`src/rtl/clb_cfg_pkg.sv`:
```
// Shared types and sizing helpers for the LUT configuration chain.
package clb_cfg_pkg;

    typedef enum logic [1:0] {
        IDLE,
        LOAD,
        VERIFY
    } cfg_state_t;

    function automatic int words_per_lut(input int mem_size, input int cfg_width);
        return mem_size / cfg_width;
    endfunction

    function automatic int total_words(input int num_luts, input int mem_size,
                                       input int cfg_width);
        return num_luts * words_per_lut(mem_size, cfg_width);
    endfunction

endpackage

```
`src/rtl/cfg_checksum.sv`:
```
// Modular accumulator with synchronous clear and enable.
module cfg_checksum #(
    parameter int WIDTH = 8
) (
    input  logic             config_clk,
    input  logic             config_rst_n,
    input  logic             clr,
    input  logic             en,
    input  logic [WIDTH-1:0] din,
    output logic [WIDTH-1:0] sum
);

    always_ff @(posedge config_clk or negedge config_rst_n) begin
        if (!config_rst_n) begin
            sum <= '0;
        end else if (clr) begin
            sum <= '0;
        end else if (en) begin
            sum <= sum + din;
        end
    end

endmodule

```
`src/rtl/lut_config_ctrl.sv`:
```
// Loads a LUT daisy-chain from a stream, then recirculates it once
// through the tail to compare checksums.
module lut_config_ctrl
    import clb_cfg_pkg::*;
#(
    parameter int CONFIG_WIDTH = 8,
    parameter int MEM_SIZE     = 16,
    parameter int NUM_LUTS     = 4,
    localparam int TOTAL_WORDS = total_words(NUM_LUTS, MEM_SIZE, CONFIG_WIDTH),
    localparam int CNT_W       = $clog2(TOTAL_WORDS + 1)
) (
    input  logic                    config_clk,
    input  logic                    config_rst_n,
    input  logic                    start,
    input  logic                    abort,
    input  logic [CONFIG_WIDTH-1:0] s_data,
    input  logic                    s_valid,
    output logic                    s_ready,
    output logic                    config_en,
    output logic [CONFIG_WIDTH-1:0] config_in,
    input  logic [CONFIG_WIDTH-1:0] config_out,
    output logic                    busy,
    output logic                    done,
    output logic                    err,
    output logic [CNT_W-1:0]        word_cnt
);

    cfg_state_t state;

    logic                    load_hs;
    logic                    ver_sh;
    logic                    sum_clr;
    logic                    last_load;
    logic                    last_ver;
    logic [CNT_W-1:0]        vcnt;
    logic [CONFIG_WIDTH-1:0] load_sum;
    logic [CONFIG_WIDTH-1:0] chk_sum;
    logic [CONFIG_WIDTH-1:0] chk_final;

    assign load_hs   = (state == LOAD) && s_valid && !abort;
    assign ver_sh    = (state == VERIFY) && !abort;
    assign sum_clr   = (state == IDLE) && start && !abort;
    assign s_ready   = (state == LOAD) && !abort;
    assign config_en = load_hs || ver_sh;
    assign busy      = (state != IDLE);

    // The load count stays visible for the first verify cycle, then restarts.
    assign vcnt      = (word_cnt == CNT_W'(TOTAL_WORDS)) ? '0 : word_cnt;
    assign last_load = load_hs && (word_cnt == CNT_W'(TOTAL_WORDS - 1));
    assign last_ver  = ver_sh && (vcnt == CNT_W'(TOTAL_WORDS - 1));
    assign chk_final = chk_sum + config_out;

    always_comb begin
        config_in = '0;
        unique case (state)
            LOAD:    config_in = s_data;
            VERIFY:  config_in = config_out;
            default: config_in = '0;
        endcase
    end

    always_ff @(posedge config_clk or negedge config_rst_n) begin
        if (!config_rst_n) begin
            state    <= IDLE;
            word_cnt <= '0;
            done     <= 1'b0;
            err      <= 1'b0;
        end else begin
            unique case (state)
                IDLE: begin
                    if (sum_clr) begin
                        state    <= LOAD;
                        word_cnt <= '0;
                        done     <= 1'b0;
                        err      <= 1'b0;
                    end
                end
                LOAD: begin
                    if (abort) begin
                        state <= IDLE;
                    end else if (load_hs) begin
                        word_cnt <= word_cnt + 1'b1;
                        if (last_load) state <= VERIFY;
                    end
                end
                VERIFY: begin
                    if (abort) begin
                        state <= IDLE;
                    end else begin
                        word_cnt <= vcnt + 1'b1;
                        if (last_ver) begin
                            state <= IDLE;
                            done  <= (chk_final == load_sum);
                            err   <= (chk_final != load_sum);
                        end
                    end
                end
                default: state <= IDLE;
            endcase
        end
    end

    cfg_checksum #(.WIDTH(CONFIG_WIDTH)) u_load_sum (
        .config_clk   (config_clk),
        .config_rst_n (config_rst_n),
        .clr          (sum_clr),
        .en           (load_hs),
        .din          (s_data),
        .sum          (load_sum)
    );

    cfg_checksum #(.WIDTH(CONFIG_WIDTH)) u_chk_sum (
        .config_clk   (config_clk),
        .config_rst_n (config_rst_n),
        .clr          (sum_clr),
        .en           (ver_sh),
        .din          (config_out),
        .sum          (chk_sum)
    );

endmodule

```
`config.mk`:
```
export PLATFORM = sky130hd
export DESIGN_NAME = lut_config_ctrl
export DESIGN_NICKNAME = d
export VERILOG_FILES = /design/src/rtl/clb_cfg_pkg.sv /design/src/rtl/cfg_checksum.sv /design/src/rtl/lut_config_ctrl.sv
export SDC_FILE = /design/constraint.sdc
export NUM_CORES = 1
export LEC_CHECK = 0
export ABC_AREA = 1
export CAP_MARGIN = 30
export CORE_MARGIN = 1
export CORE_UTILIZATION = 48
export CTS_CLUSTER_DIAMETER = 60
export CTS_CLUSTER_SIZE = 25
export DETAILED_ROUTE_END_ITERATION = 8
export PLACE_DENSITY = 0.84
export SYNTH_ARGS = -nofsm -noshare
export SYNTH_HDL_FRONTEND = slang
export SYNTH_SLANG_ARGS = --single-unit
```
`constraint.sdc`:
```
create_clock -name config_clk -period 1.71 [get_ports config_clk]
set_input_delay 0.2565 -clock config_clk [delete_from_list [all_inputs] [get_ports config_clk]]
set_output_delay 0.2565 -clock config_clk [all_outputs]
set_load 0.1 [all_outputs]
```
==> results.cfg, run 1 <==
[run_status]
status = aborted with a tool error
stop_stage = 5_1_grt
first-error = [ERROR GRT-0232] Routing congestion too high. Check the congestion heatmap in the GUI.

[floorplanning]
initial_utilization_pct = 51.0
ios = 38
die_w_um = 67.9
chipHeight_um = 67.9
core.rowCount = 23

[synthesis]
postSynthAreaPerCell_um2 = 6.83
yosysWarnings = 0
synth_seq_area_share_pct = 28.8
syn_nets = 348
syn_inst = 305
synth_area_mm2 = 0.00208
yosysUniqueCellTypes = 28
ys_ff_latch = 24

[global_route]
grt_overflow = 15
gr-usage-all-layers_pct = 71.3
grt_max_degree = 25

[clocking]
cts_buffer_depth = 2
clk_root_buffer_cell = clkbuf_8
cts_hold_buf = 0
cts-buffers-inserted = 3
htreeDepth = 1
cts_sinks = 24

[placed_design]
portBuffers = 37
dpl.cell_count = 433
gp_congestion = 0.920
dp_hpwl_um = 5200

[timing]
grt-worst-endpoint = err$_DFFE_PN0P_/D
worstEpCategory = register data pin
synth_stat cells:
cell type / n / share of area (%)
a21oi_2: 1 / 0.42
nand4_1: 5 / 1.5
clkinv_2: 1 / 0.24
nand3_2: 1 / 0.48
a22oi_1: 1 / 0.36
nor2_4: 2 / 1.1
clkbuf_1: 1 / 0.18
ha_1: 20 / 12
nand2_4: 1 / 0.54
nor3b_4: 1 / 0.90
dfrtp_1: 24 / 29
o21ai_0: 15 / 3.6
buf_6: 1 / 0.54
or2_2: 1 / 0.30
inv_4: 1 / 0.30
nor2_2: 3 / 0.90
nor3_1: 1 / 0.24
xor2_1: 5 / 2.1
o31ai_1: 1 / 0.36
fa_1: 2 / 1.9
a21oi_1: 18 / 4.3
o22ai_1: 7 / 2.1
nand2_1: 95 / 17
inv_2: 1 / 0.18
nand3b_1: 1 / 0.36
inv_1: 46 / 8.3
nor2_1: 15 / 2.7
nand3_1: 34 / 8.2
kinds of logic after synthesis:
logic type / synth area share [%]
flops: 28.8
fa+ha+maj: 13.9
simple gates: 34.3
xor+xnor: 2.10
compound gates: 11.2
buf+inv: 9.72
metrics by stage:
| stage | hold WS [ns] | setup TNS, ns | setup WS (ns) | utilization [%] | instance area [µm²] |
|---|---|---|---|---|---|
| 4_1_cts | 0.353 | -2.34 | -0.279 | 84.8 | 3460 |
| 3_5_place_dp | 0.516 | -5.27 | -0.602 | 76.5 | 3130 |
| 3_3_place_gp | 0.501 | -4.19 | -0.559 | 76.5 | 3130 |
| 2_1_floorplan | -0.0391 | -5.44 | -0.387 | - | 2200 |
timing repair:
item / in CTS
endpoints found under the hold margin: 0
gates cloned: 0
pin swaps: 28
resized for setup: 55
endpoints found under the setup margin: 26
buffers inserted: 11
routing by layer:
| layer | GRT usage [%] | GRT overflow |
|---|---|---|
| met2 | 87.6 | 9 |
| met3 | 56.7 | 0 |
| met5 | 11.3 | 0 |
| met4 | 72.1 | 6 |
| met1 | 71.5 | 0 |
==> run 2: changes to the inputs <==
Settings changed: CORE_UTILIZATION 48 to 40, CTS_CLUSTER_DIAMETER 60 to default, CTS_CLUSTER_SIZE 25 to default, PLACE_DENSITY 0.84 to default, PLACE_DENSITY_LB_ADDON from default to 0.15.
Clock period 1.71 ns to 2.2 ns, I/O delays scaled along.
==> results.cfg, run 2 <==
[detailed_routing]
ant_nets = 0
drt_iter0_markers = 141
viasPerCell = 4.91
firstDrtPassIters = 4
wirelength_um = 5800
drc = 0
vias = 2123
route.detailed.wl_per_inst_um = 13.4

[layout]
n_antenna_cell = 0
fin_area_mm2 = 0.00293
layout-drive-gt1-share_pct = 19.5
final_common_cell = nand2_1
final_cells = 432
syn_to_final_growth_pct = 40.5
fillerInstances = 493
reg.largest.list = u_chk_sum.sum: 8 flops, u_load_sum.sum: 8 flops, word_cnt: 4 flops
most-common-layout-cells = nand2_1 (94), inv_1 (45), nand3_1 (34)
nNetsFinal = 410
fin_util_pct = 60.0

[clocking]
cts-buffers-inserted = 3
insertion_delay_ns = 0.27
cts_sinks = 24
clk_root_buffer_cell = clkbuf_8
tritoncts = built
cts_buffer_depth = 2
htreeDepth = 1
path_clk_slew_ns = 0.09

[timing]
setup_ws_ns = 0.0973
min_period_ns = 2.10
hold_ws_ns = 0.432
rsz0062_at_grt = yes
hold_viol = 0
skew_ns = 0.00729
max_freq_ghz = 0.476
finalSetupViolCount = 0
slew_headroom_pct = 77.0
report.final.slew_viol_count = 0
worst_slew_pin_slew_ns = 0.343
min_period_over_period_pct = 95.6

[synthesis]
synth_top_area_share_pct = 28.8
yosysWarnings = 0
synth-edff-count = 0
synth_flop_cell = dfrtp_1
synth_top_area_cell = dfrtp_1
syn_inst = 305
synth_area_mm2 = 0.00208
syn_nets = 348
postSynthAreaPerCell_um2 = 6.83
synth_seq_area_share_pct = 28.8
ys_ff_latch = 24
yosysUniqueCellTypes = 28
synth_area_leaders = dfrtp_1 (29%), nand2_1 (17%), ha_1 (12%), inv_1 (8.3%), nand3_1 (8.2%)
synth_common_cells = nand2_1 (95), inv_1 (46), nand3_1 (34), dfrtp_1 (24), ha_1 (20)
synth_most_common_cell = nand2_1
async_flop_share_pct = 100

[run_status]
status = finished clean

[setup_path]
critPathKind = reg -> out
arrival_ns = 1.77
path_max_fanout = 5
worstPathRequired_ns = 1.87
end_kind = output pin
start_kind = register

[min_path]
hold_class = in -> async

[placed_design]
place_ws_ns = -0.206
gp_congestion = 0.823
placed_area_mm2 = 0.00285
portBuffers = 37
dp_hpwl_um = 4650
dpl.cell_count = 427

[floorplanning]
die_area_mm2 = 0.00550
core.rowCount = 25
die_w_um = 74.2
initial_utilization_pct = 42.7
core_area_mm2 = 0.00488
ios = 38
chipHeight_um = 74.2

[pwr]
vdd_drop_max_v = 0.000767
pwr_density_cell_mw_per_mm2 = 1500
power.leakage_uw = 0.00146

[global_route]
gr-usage-all-layers_pct = 23.8
antenna_found_initial = 0
grt_max_degree = 25
grt_pass1_wl_um = 9830
grt_pass1_vias = 2130
grt_overflow = 0

[job]
maxCapViolCount = 0
## run 2: cell counts after synthesis
No cell type changed its count.
## run 2: cell families (layout without fill, tap and decap cells)
kind of cell / after synthesis / count (layout) / share of synthesized area (%)
AO/OA/AOI/OAI: 43 / 43 / 11.2
XOR/XNOR: 5 / 5 / 2.10
adder cells (fa/ha/maj): 22 / 22 / 13.9
buffers and inverters: 51 / 111 / 9.72
flip-flops: 24 / 24 / 28.8
AND/OR/NAND/NOR: 160 / 160 / 34.3
## run 2: area by class of cell
cell class	instances	area, µm²	area share, %
timing repair buffer	59	631	21.5
clock buffer	3	41.3	1.41
inverter	49	191	6.54
multi-input combinational	230	1380	47.2
tap	67	83.8	2.86
sequential	24	601	20.5
## run 2: worst paths after layout
check / slack, ns / cells past startpoint / endpoint / from
max: 0.1 / 6 / config_in[1] / state[0]
min: 0.43 / 2 / u_chk_sum.sum[0] / config_rst_n
max reg2reg: 0.25 / 13 / err / u_chk_sum.sum[0]
min reg2reg: 0.50 / 2 / done / done
max in group asynchronous: 1.52 / 2 / u_load_sum.sum[5] / config_rst_n
min in group config_clk: 0.50 / 2 / done / done
## run 2: power by group
group	leakage, µW	switching, µW	internal (µW)
Sequential	0.000317	135	599
Combinational	0.00112	2180	1210
Clock	0.0000216	146	123
Total	0.00146	2460	1940
## run 2: per-stage QoR
stage,total power [µW],setup TNS [ns]
floorplan,3010,-0.0408
global placement,3980,-0.295
detailed placement,4040,-0.386
CTS,4390,0
global route,4730,-0.0440
finish,4390,0
## run 2: critical path, stage by stage (launching register included)
cell        delay [ns]
dfrtp_1           0.40
inv_1             0.08
ha_2              0.38
clkinvlp_4        0.10
buf_4             0.19
a21oi_2           0.16
buf_12            0.19
## run 2: repair_timing
item,4_1_cts,5_1_grt
buffers inserted,2,0
gates cloned,0,0
endpoints found under the setup margin,9,10
hold buffers,0,0
gates resized for setup,2,5
## run 2: per-layer routing
metal / global-route usage, % / up-vias / routed length [µm] / share of wire [%]
li1: - / 1117 / - / -
met4: 5.77 / 0 / 76 / 1.3
met1: 30.3 / 962 / 2680 / 46
met5: 0 / - / 0 / 0
met2: 40.9 / 40 / 2740 / 47
met3: 5.15 / 4 / 293 / 5.1
Power figures use the tool's default switching activity.
==> run 3: changes to the inputs <==
Settings changed: CORE_UTILIZATION 40 to 25.
==> results.cfg, run 3 (same netlist as run 2, synthesis figures left out) <==
[floorplanning]
core_area_mm2 = 0.00789
die_area_mm2 = 0.00871
die_w_um = 93.3
core.rowCount = 32
ios = 38
initial_utilization_pct = 26.4
chipHeight_um = 93.3

[placed_design]
dp_hpwl_um = 4990
dpl.cell_count = 465
place_ws_ns = -0.211
gp_congestion = 0.785
portBuffers = 37
placed_area_mm2 = 0.00293

[clocking]
cts_buffer_depth = 2
cts-buffers-inserted = 3
clk_root_buffer_cell = clkbuf_8
cts_sinks = 24
cts_hold_buf = 0
insertion_delay_ns = 0.28
path_clk_slew_ns = 0.10
htreeDepth = 1
tritoncts = built

[setup_path]
critical_path.cell_chain = inv_1, ha_2, clkinvlp_4, buf_12, a21oi_2, buf_12
end_kind = output pin
critPathKind = reg -> out
critical-path-top-delay-family = buffers and inverters
arrival_ns = 1.77
max_stage_delay_ns = 0.39
ff2ff_setup_slack_ns = 0.21
regToRegStartpoint = u_chk_sum.sum[0]
worstPathRequired_ns = 1.87
path_common_cell = buf_12
r2r_cells = 13
crit_buf_inv = 4
start_kind = register
path_max_fanout = 8
timing.rr.end = err
slowest_stage = dfrtp_1

[timing]
min_period_ns = 2.10
slew_headroom_pct = 77.3
worst_slew_pin_slew_ns = 0.340
skew_ns = 0.0112
hold_viol = 0
min_period_over_period_pct = 95.7
setup_ws_ns = 0.0951
report.final.slew_viol_count = 0
finalSetupViolCount = 0
tns_ns = 0
rsz0062_at_grt = yes
max_freq_ghz = 0.475

[global_route]
grt_overflow = 0
grt_pass1_vias = 2088
grt_pass1_wl_um = 10300
antenna_found_initial = 0
gr-usage-all-layers_pct = 15.3
grt_max_degree = 25

[layout]
final_common_cell = nand2_1
most-common-layout-cells = nand2_1 (94), inv_1 (45), nand3_1 (34)
fillerInstances = 828
n_antenna_cell = 0
layout-drive-gt1-share_pct = 20.1
fin_area_mm2 = 0.00306
syn_to_final_growth_pct = 46.7
reg.largest.list = u_chk_sum.sum: 8 flops, u_load_sum.sum: 8 flops, word_cnt: 4 flops
nNetsFinal = 412
fin_util_pct = 38.8
final_cells = 470

[detailed_routing]
firstDrtPassIters = 4
drt_iter0_markers = 75
drc = 0
ant_nets = 0
viasPerCell = 4.48
vias = 2105
wirelength_um = 6140
route.detailed.wl_per_inst_um = 13.1

[pwr]
vdd_drop_max_v = 0.000694
pwr_density_cell_mw_per_mm2 = 1510
power.leakage_uw = 0.00151

[run_status]
status = finished clean

[job]
maxCapViolCount = 0

[min_path]
hold_class = in -> async
## run 3: changes by cell type in the layout (fill, tap and decap cells not counted)
cell             delta
bufinv_16           +1
buf_12              +2
clkdlybuf4s50_1     -2
dlymetal6s2s_1      +2
ha_4                +1
ha_2                -1
## run 3: layout make-up
class	instances	area [µm²]	area share, %
Inverter	49	191	6.26
Timing Repair Buffer	61	676	22.1
Sequential cell	24	601	19.6
Clock buffer	3	41.3	1.35
Clock inverter	1	30.0	0.982
Multi-Input combinational cell	230	1390	45.5
Tap cell	102	128	4.17
## run 3: worst max-delay path by stage
| stage | slack, ns | end | from | depth (start not counted) |
|---|---|---|---|---|
| after floorplan | -0.04 | config_in[1] | state[0] | 4 |
| after global placement | -0.18 | err | config_out[0] | 14 |
| after detailed placement | -0.21 | err | config_out[0] | 15 |
| after CTS | 0.04 | config_en | state[0] | 7 |
| after global routing | -0.04 | config_en | state[0] | 7 |
| final | 0.1 | config_in[1] | state[1] | 6 |
## run 3: repair_timing
item	in CTS	in global routing
endpoints found under the setup margin	8	11
pin swaps	0	3
setup buffers	1	0
gates resized for setup	1	9
endpoints found under the hold margin	0	0
## run 3: stage by stage
step           hold slack (ns)  power [µW]
6_report                 0.418        4610
5_1_grt                  0.448        4970
4_1_cts                  0.428        4610
3_5_place_dp             0.488        4090
3_3_place_gp             0.480        4070
2_1_floorplan           0.0344        3010
## run 3: metal layers
metal,part of all wire (%),global-route usage (%)
met1,54,22.5
met2,43,23.9
met3,2.4,1.63
met4,0.80,3.72
met5,0,0
## run 3: where the power goes
group	total (µW)	internal [µW]	switching, µW
combinational	3460	1280	2170
clock	406	244	163
sequential	742	599	143
==> run 4: changes to the inputs <==
Settings changed: CORE_UTILIZATION 25 to 30, GPL_TIMING_DRIVEN from default to 0.
==> results.cfg, run 4 (same netlist as run 2, synthesis figures left out) <==
[clocking]
cts_sinks = 24
cts-buffers-inserted = 3
path_clk_slew_ns = 0.09
insertion_delay_ns = 0.27
tritoncts = built
htreeDepth = 1
cts_buffer_depth = 2
clk_root_buffer_cell = clkbuf_8

[layout]
syn_to_final_growth_pct = 36.7
fin_area_mm2 = 0.00285
multi_input_comb_area_mm2 = 0.00138
most-common-layout-cells = nand2_1 (94), inv_1 (44), nand3_1 (34)
seqCellArea_um2 = 601
final_common_cell = nand2_1
fillerInstances = 707
fin_util_pct = 42.2
n_antenna_cell = 0
layout-drive-gt1-share_pct = 15.5
nNetsFinal = 399
reg.largest.list = u_chk_sum.sum: 8 flops, u_load_sum.sum: 8 flops, word_cnt: 4 flops

[timing]
skew_ns = 0.00265
setup_ws_ns = 0.0305
rsz0062_at_grt = yes
tns_ns = 0
max_freq_ghz = 0.461
finalSetupViolCount = 0
hold_viol = 0
worst_slew_pin_slew_ns = 0.965
min_period_over_period_pct = 98.6
min_period_ns = 2.17
report.final.slew_viol_count = 0
slew_headroom_pct = 35.6

[detailed_routing]
viasPerCell = 4.81
drc = 0
route.detailed.wl_per_inst_um = 13.3
wirelength_um = 5790
firstDrtPassIters = 4
drt_iter0_markers = 81
ant_nets = 0
vias = 2094

[global_route]
gr-usage-all-layers_pct = 17.4
grt_pass1_vias = 2017
grt_max_degree = 18
antenna_found_initial = 0
grt_pass1_wl_um = 9980
grt_overflow = 0

[placed_design]
portBuffers = 37
gp_congestion = 0.784
dp_hpwl_um = 4640
place_ws_ns = -0.816
placed_area_mm2 = 0.00267

[setup_path]
timing.rr.end = err
critical-path-top-delay-family = buffers and inverters
ff2ff_setup_slack_ns = 0.13
crit_buf_inv = 1
slowest_stage = clkdlybuf4s50_1
arrival_ns = 1.84
max_stage_delay_ns = 1.15
regToRegStartpoint = u_chk_sum.sum[0]
critPathKind = reg -> out
critical_path.cell_chain = clkdlybuf4s50_1
worstPathRequired_ns = 1.87
path_max_fanout = 4
start_kind = register
end_kind = output pin
r2r_cells = 13

[pwr]
power.leakage_uw = 0.00146
swShare_pct = 57.0
p_clk_share_pct = 7.5
comb_power_share_pct = 75.3
power_uw = 4260
p_sw_uw = 2430
intPower_uw = 1830
vdd_drop_max_v = 0.000667
pwr_density_cell_mw_per_mm2 = 1490
pwr-share-seq_pct = 17.1

[floorplanning]
core_area_mm2 = 0.00676
ios = 38
initial_utilization_pct = 30.9
core.rowCount = 30
die_w_um = 85.4
die_area_mm2 = 0.00729
chipHeight_um = 85.4

[job]
maxCapViolCount = 0

[run_status]
status = finished clean

[min_path]
hold_class = in -> async
run 4: layer usage:
layer	vias to the layer above	global-route usage (%)	routed length (µm)
met5	-	0	0
met2	42	27.5	2610
met3	2	1.85	252
li1	1095	-	-
met1	955	25.9	2900
met4	0	3.18	27
run 4: area by class of cell:
type                            instances  area share (%)
Sequential cell                        24            21.1
Tap cell                               80            3.51
Buffer                                  2           0.658
Multi-Input combinational cell        230            48.4
Clock buffer                            4            1.93
Timing Repair Buffer                   46            17.6
Inverter                               49            6.80
run 4: worst max-delay path by stage:
stage,startpoint,endpoint,depth (start not counted)
detailed placement,state[0],config_in[4],6
finish,word_cnt[3],word_cnt[3],1
CTS,config_out[0],err,14
floorplan,state[0],config_in[1],4
global placement,state[0],config_in[4],6
global route,u_chk_sum.sum[0],err,13
run 4: what timing repair did:
| item | in CTS | in global routing |
|---|---|---|
| pin swaps | 0 | 9 |
| hold buffers | 0 | 0 |
| cloned | 0 | 0 |
| setup endpoints to repair | 12 | 15 |
| resized for setup | 73 | 17 |
| buffers inserted | 2 | 6 |
run 4: power by group through the flow:
stage / logic [µW] / registers, µW / clock network [µW]
floorplan: 2120 / 888 / 0
global placement: 2920 / 741 / 0
detailed placement: 2940 / 745 / 0
CTS: 3110 / 736 / 332
global route: 3510 / 753 / 354
finish: 3210 / 730 / 320
run 4: per-stage QoR:
stage | instances | hold slack, ns
CTS | 429 | 0.390
floorplan | 305 | 0.0344
finish | 435 | 0.376
global placement | 422 | 0.467
detailed placement | 423 | 0.471
global route | 435 | 0.401
